File: src/rtl/iter_alu.sv
// iter_alu: multi-cycle ALU.
// Single-cycle ops complete in one cycle. MULTU (shift-add) and DIVU
// (restoring division) iterate one bit per cycle. Results are held in
// registers until the next completion.
module iter_alu #(
  parameter int WIDTH = 32,
  parameter int SHW   = $clog2(WIDTH)
) (
  input  logic             clock,
  input  logic             reset_n,
  input  logic             start,
  input  logic [3:0]       alu_Control,
  input  logic [WIDTH-1:0] src_A,
  input  logic [WIDTH-1:0] src_B,
  output logic             busy,
  output logic             done,
  output logic [WIDTH-1:0] alu_Result,
  output logic [WIDTH-1:0] alu_Hi,
  output logic             alu_Zero,
  output logic             alu_Error
);

  localparam int CW = $clog2(WIDTH + 1);

  localparam logic [1:0] S_IDLE = 2'd0;
  localparam logic [1:0] S_MUL  = 2'd1;
  localparam logic [1:0] S_DIV  = 2'd2;
  localparam logic [1:0] S_DONE = 2'd3;

  localparam logic [3:0] OP_AND   = 4'b0000;
  localparam logic [3:0] OP_OR    = 4'b0001;
  localparam logic [3:0] OP_ADD   = 4'b0010;
  localparam logic [3:0] OP_SLL   = 4'b0011;
  localparam logic [3:0] OP_SRL   = 4'b0100;
  localparam logic [3:0] OP_XOR   = 4'b0101;
  localparam logic [3:0] OP_SUB   = 4'b0110;
  localparam logic [3:0] OP_SLT   = 4'b0111;
  localparam logic [3:0] OP_MULTU = 4'b1000;
  localparam logic [3:0] OP_DIVU  = 4'b1001;
  localparam logic [3:0] OP_SRA   = 4'b1010;
  localparam logic [3:0] OP_SLTU  = 4'b1111;

  logic [1:0]       state;
  logic [CW-1:0]    cnt;
  // Shared iteration registers:
  //   MUL: acc_hi = partial product high, acc_lo = multiplier/low product, opnd = multiplicand
  //   DIV: acc_hi = partial remainder, acc_lo = dividend/quotient, opnd = divisor
  logic [WIDTH-1:0] acc_hi, acc_lo, opnd;
  logic [WIDTH-1:0] res_q, hi_q;
  logic             zero_q, err_q;

  logic [WIDTH-1:0] c_res, c_hi;
  logic             c_err;
  logic [SHW-1:0]   shamt;

  // Single-cycle result straight from the inputs; only used on accept.
  always_comb begin
    shamt = src_B[SHW-1:0];
    c_res = '0;
    c_hi  = '0;
    c_err = 1'b0;
    case (alu_Control)
      OP_AND:   c_res = src_A & src_B;
      OP_OR:    c_res = src_A | src_B;
      OP_ADD:   c_res = src_A + src_B;
      OP_SLL:   c_res = src_A << shamt;
      OP_SRL:   c_res = src_A >> shamt;
      OP_XOR:   c_res = src_A ^ src_B;
      OP_SUB:   c_res = src_A - src_B;
      OP_SLT:   c_res = {{(WIDTH-1){1'b0}}, ($signed(src_A) < $signed(src_B))};
      OP_SRA:   c_res = WIDTH'($signed(src_A) >>> shamt);
      OP_SLTU:  c_res = {{(WIDTH-1){1'b0}}, (src_A < src_B)};
      // Reached only for a zero divisor: no iteration needed.
      OP_DIVU: begin
        c_res = '1;
        c_hi  = src_A;
      end
      OP_MULTU: c_res = '0;
      default:  c_err = 1'b1;
    endcase
  end

  logic [WIDTH:0]   mul_sum, rem_sh, rem_sub;
  logic [WIDTH-1:0] mul_hi_n, mul_lo_n, div_hi_n, div_lo_n;
  logic             last;

  // One shift-add step and one restoring-division step.
  always_comb begin
    mul_sum  = {1'b0, acc_hi} + {1'b0, (acc_lo[0] ? opnd : {WIDTH{1'b0}})};
    mul_hi_n = mul_sum[WIDTH:1];
    mul_lo_n = {mul_sum[0], acc_lo[WIDTH-1:1]};
    rem_sh   = {acc_hi, acc_lo[WIDTH-1]};
    rem_sub  = rem_sh - {1'b0, opnd};
    // Top bit of the difference is the borrow: set means remainder < divisor.
    if (!rem_sub[WIDTH]) begin
      div_hi_n = rem_sub[WIDTH-1:0];
      div_lo_n = {acc_lo[WIDTH-2:0], 1'b1};
    end else begin
      div_hi_n = rem_sh[WIDTH-1:0];
      div_lo_n = {acc_lo[WIDTH-2:0], 1'b0};
    end
    last = (cnt == CW'(1));
  end

  // FSM, iteration datapath and registered outputs.
  always_ff @(posedge clock) begin
    if (!reset_n) begin
      state  <= S_IDLE;
      cnt    <= '0;
      acc_hi <= '0;
      acc_lo <= '0;
      opnd   <= '0;
      res_q  <= '0;
      hi_q   <= '0;
      zero_q <= 1'b1;
      err_q  <= 1'b0;
    end else begin
      case (state)
        S_IDLE, S_DONE: begin
          if (start) begin
            if (alu_Control == OP_MULTU) begin
              acc_hi <= '0;
              acc_lo <= src_B;
              opnd   <= src_A;
              cnt    <= CW'(WIDTH);
              state  <= S_MUL;
            end else if (alu_Control == OP_DIVU && src_B != '0) begin
              acc_hi <= '0;
              acc_lo <= src_A;
              opnd   <= src_B;
              cnt    <= CW'(WIDTH);
              state  <= S_DIV;
            end else begin
              res_q  <= c_res;
              hi_q   <= c_hi;
              zero_q <= (c_res == '0);
              err_q  <= c_err;
              state  <= S_DONE;
            end
          end else begin
            state <= S_IDLE;
          end
        end
        S_MUL: begin
          cnt    <= cnt - CW'(1);
          acc_hi <= mul_hi_n;
          acc_lo <= mul_lo_n;
          if (last) begin
            res_q  <= mul_lo_n;
            hi_q   <= mul_hi_n;
            zero_q <= (mul_lo_n == '0);
            err_q  <= 1'b0;
            state  <= S_DONE;
          end
        end
        S_DIV: begin
          cnt    <= cnt - CW'(1);
          acc_hi <= div_hi_n;
          acc_lo <= div_lo_n;
          if (last) begin
            res_q  <= div_lo_n;
            hi_q   <= div_hi_n;
            zero_q <= (div_lo_n == '0);
            err_q  <= 1'b0;
            state  <= S_DONE;
          end
        end
        default: state <= S_IDLE;
      endcase
    end
  end

  assign busy       = (state == S_MUL) || (state == S_DIV);
  assign done       = (state == S_DONE);
  assign alu_Result = res_q;
  assign alu_Hi     = hi_q;
  assign alu_Zero   = zero_q;
  assign alu_Error  = err_q;

endmodule

File: config.mk
export PLATFORM = sky130hd
export DESIGN_NAME = iter_alu
export DESIGN_NICKNAME = d
export VERILOG_FILES = /design/src/rtl/iter_alu.sv
export SDC_FILE = /design/constraint.sdc
export NUM_CORES = 1
export LEC_CHECK = 0
export CORE_MARGIN = 8
export CORE_UTILIZATION = 35
export DETAILED_ROUTE_END_ITERATION = 8
export PLACE_DENSITY = 0.56
export SLEW_MARGIN = 20
export SYNTH_ARGS = -nofsm -noshare
export SYNTH_HDL_FRONTEND = slang
export SYNTH_SLANG_ARGS = --single-unit
export TNS_END_PERCENT = 5
File: constraint.sdc
create_clock -name clock -period 8.8 [get_ports clock]
set_input_delay 1.76 -clock clock [delete_from_list [all_inputs] [get_ports clock]]
set_output_delay 1.76 -clock clock [all_outputs]
set_load 0.02 [all_outputs]
==> flow_summary.json <==
{
  "ys_ff_latch": 170,
  "irDropWorstVdd_v": 0.0003478,
  "syn_area_per_cell_sq_um": 7.424,
  "fin_cells": 3849,
  "r2r_cells": 16,
  "synth_top_area_share_pct": 15.29,
  "layout_min_cycle_time_ps": 6828,
  "synth_nets": 3252,
  "cp_slowest_stage_delay_ps": 1190,
  "dieArea_sq_um": 71940,
  "place.gp.congestion": 1.034,
  "grt_pass1_wl_microns": 178800,
  "max_slew_margin_pct": 19.25,
  "fin_area_sq_um": 24960,
  "post_cts_buffers": 0,
  "tns_ps": 0,
  "finalNetCount": 3241,
  "dp.cells": 3815,
  "async_flop_share_pct": 0,
  "fin_util_pct": 39.63,
  "root_buffer": "clkbuf_16",
  "initial_utilization_pct": 35.36,
  "fillers": 6628,
  "clk_transition_reported_paths_ps": 80,
  "grt_overflow_total": 0,
  "crit_path_end_kind": "flop",
  "cts_buffers": 17,
  "rrSetupSlack_ps": 3330,
  "drcViolationCount": 0,
  "status": "finished, final reports clean",
  "ios": 139,
  "arrival_ps": 7230,
  "cpMostUsedCell": "nand2_1",
  "htree_levels": 4,
  "rsz0062_at_grt": "false",
  "row_count": 92,
  "skew_ps": 19.27,
  "hold_path_class": "reg -> reg",
  "hold_slack_ps": 457.0,
  "cap_violations": 0,
  "synth_area_leaders": "dfxtp_1, ha_1, a21oi_1",
  "wirelength_microns": 124400,
  "pre_cts_ws_ps": 1814,
  "setup_viol": 0,
  "placed_area_sq_um": 24330,
  "synth_edf_count": 0,
  "p_leak_nw": 9.760,
  "core_sq_um": 62970,
  "hold_start": "alu_Result[15]",
  "finalCritPeriodShare_pct": 77.60,
  "crit_path_start_kind": "input port",
  "tightest_slew_ps": 1203,
  "synthToLayoutAreaGrowth_pct": 12.08,
  "totalPowerFinal_mw": 7.748,
  "cts_resized": 0,
  "synthesis.instances": 2999,
  "final_layout_size_suffix_gt1_share_pct": 8.997,
  "fp.dieW_microns": 268.2,
  "cp.required_ps": 9200,
  "hold_viol_final": 0,
  "hold-path-cell-count": 2,
  "max-clock-path-buffers": 2,
  "synth-main-ff-cell": "dfxtp_1",
  "synthTopCellsByCount": "a21oi_1, nand2_1, nor2_1",
  "clock-sinks": 170,
  "finalWorstSetupSlack_ps": 1972,
  "via_per_inst": 6.788,
  "multi_input_area_sq_um": 17200,
  "synth_cell_types": 92,
  "crit_path_cell_trace": "clkdlybuf4s50_1 -> inv_1 -> ha_1 -> nand2_1 -> nor4_1 -> o21a_1 -> o21ai_0 -> nand2_1 -> a41oi_1 -> a2111o_1 -> o32ai_1 -> nand4_1 -> nor4_2 -> a31o_1",
  "antenna_found_initial": 4,
  "achievable-frequency_mhz": 146.4,
  "drtIter0Drc": 3313,
  "grtUsageTotal_pct": 33.40,
  "synth-seq-area-share_pct": 15.29,
  "worst-setup-path-type": "in -> reg",
  "ant_nets": 0,
  "wire_per_inst_microns": 32.32,
  "seqCellArea_sq_um": 3403,
  "power_density_nw_per_um2": 310.5,
  "yosys_warnings": 0,
  "worstSkewPairLatency_ps": 470,
  "crit_fanout": 14,
  "synth.cell_area_sq_um": 22270,
  "hpwl_microns": 92850,
  "reg2reg_to": "alu_Result[0]",
  "cts-hold-fix-buffers": 0,
  "grt_pass1_vias": 24964,
  "slowest_stage": "clkdlybuf4s50_1",
  "die_y_microns": 268.2,
  "grt_max_degree": 78,
  "cts_tree": "built",
  "vias": 26126,
  "timing.rr.start": "acc_lo[31]",
  "dr.pass1.iters": 9,
  "maxSlewViolCount": 0,
  "synth_top_area_cell": "dfxtp_1",
  "yosysMostFrequentCell": "a21oi_1",
  "io_buffers": 138,
  "worstHoldEndpoint": "alu_Result[15]"
}
## worst max-delay path: cells and delay by family
family,cells,cell delay (ps)
buffers and inverters,2,1290
AND/OR/NAND/NOR,5,1600
adder cells (fa/ha/maj),1,710
AO/OA/AOI/OAI,6,1830
## how the worst max path moves through the flow
| stage | startpoint | to | slack [ps] | cells past startpoint |
|---|---|---|---|---|
| after detailed placement | src_A[4] | alu_Zero | 1810 | 14 |
| after global routing | src_B[1] | alu_Zero | 1880 | 14 |
| after floorplan | src_B[2] | alu_Zero | 2740 | 19 |
| after CTS | src_A[19] | alu_Zero | 2280 | 14 |
| after global placement | alu_Control[1] | alu_Zero | 1720 | 14 |
| final | src_A[19] | alu_Zero | 1970 | 14 |
## report_power, final
part / leakage, nW / internal, mW / switching [mW]
Sequential: 1.39 / 1.07 / 0.303
Clock: 0.304 / 0.414 / 0.426
Combinational: 8.06 / 1.99 / 3.55
Total: 9.76 / 3.47 / 4.28
## layout make-up
| cell class | count | share of cell area [%] |
|---|---|---|
| multi-input cells | 2410 | 68.91 |
| clock buffers | 17 | 1.705 |
| inverters | 159 | 2.402 |
| clock inverters | 15 | 0.7821 |
| diodes | 2 | 0.02006 |
| repair buffers | 230 | 8.303 |
| well taps | 846 | 4.242 |
| flip-flops and latches | 170 | 13.64 |
## cell families after synthesis
group | synth area share, %
buffers and inverters | 7.969
DFF | 15.29
muxes | 10.80
adders and majority gates | 10.36
AOI/OAI and AO/OA | 33.21
xor gates and xnor gates | 2.282
and+or+nand+nor | 20.10
## metal layers
metal	global-route usage (%)	vias to the layer above	wire, microns
met5	0	-	11
met4	19.49	2	8885
met3	7.291	425	11980
met2	52.94	1659	55050
li1	-	11284	-
met1	41.50	12756	48460
## registers in the layout (all words and copies together), names as in the netlist
signal and count:
alu_Error 1, cnt 6, acc_lo 32, alu_Result 32
state 2, alu_Zero 1, acc_hi 32, opnd 32
alu_Hi 32
## layout by cell type, fill, tap and decap left out, types with 26 or more instances in the layout
cell	synthesis	layout
inv_1	157	155
a211oi_1	88	88
nand2_1	286	284
a21o_1	48	47
a31oi_1	40	40
nand3_1	59	59
nor2b_1	26	26
xnor2_1	39	39
a22oi_1	29	29
clkdlybuf4s50_1	0	132
o211ai_1	46	46
a311oi_1	39	39
a221oi_1	44	44
ha_1	178	176
nor4_1	41	40
o21a_1	29	29
dfxtp_1	170	170
nor2_1	263	261
mux2_2	35	35
nor3_1	68	65
and2_1	55	55
a21oi_1	315	313
mux4_2	50	50
mux2i_1	41	41
buf_4	7	92
o21ai_0	145	145
Power figures use the tool's default switching activity.
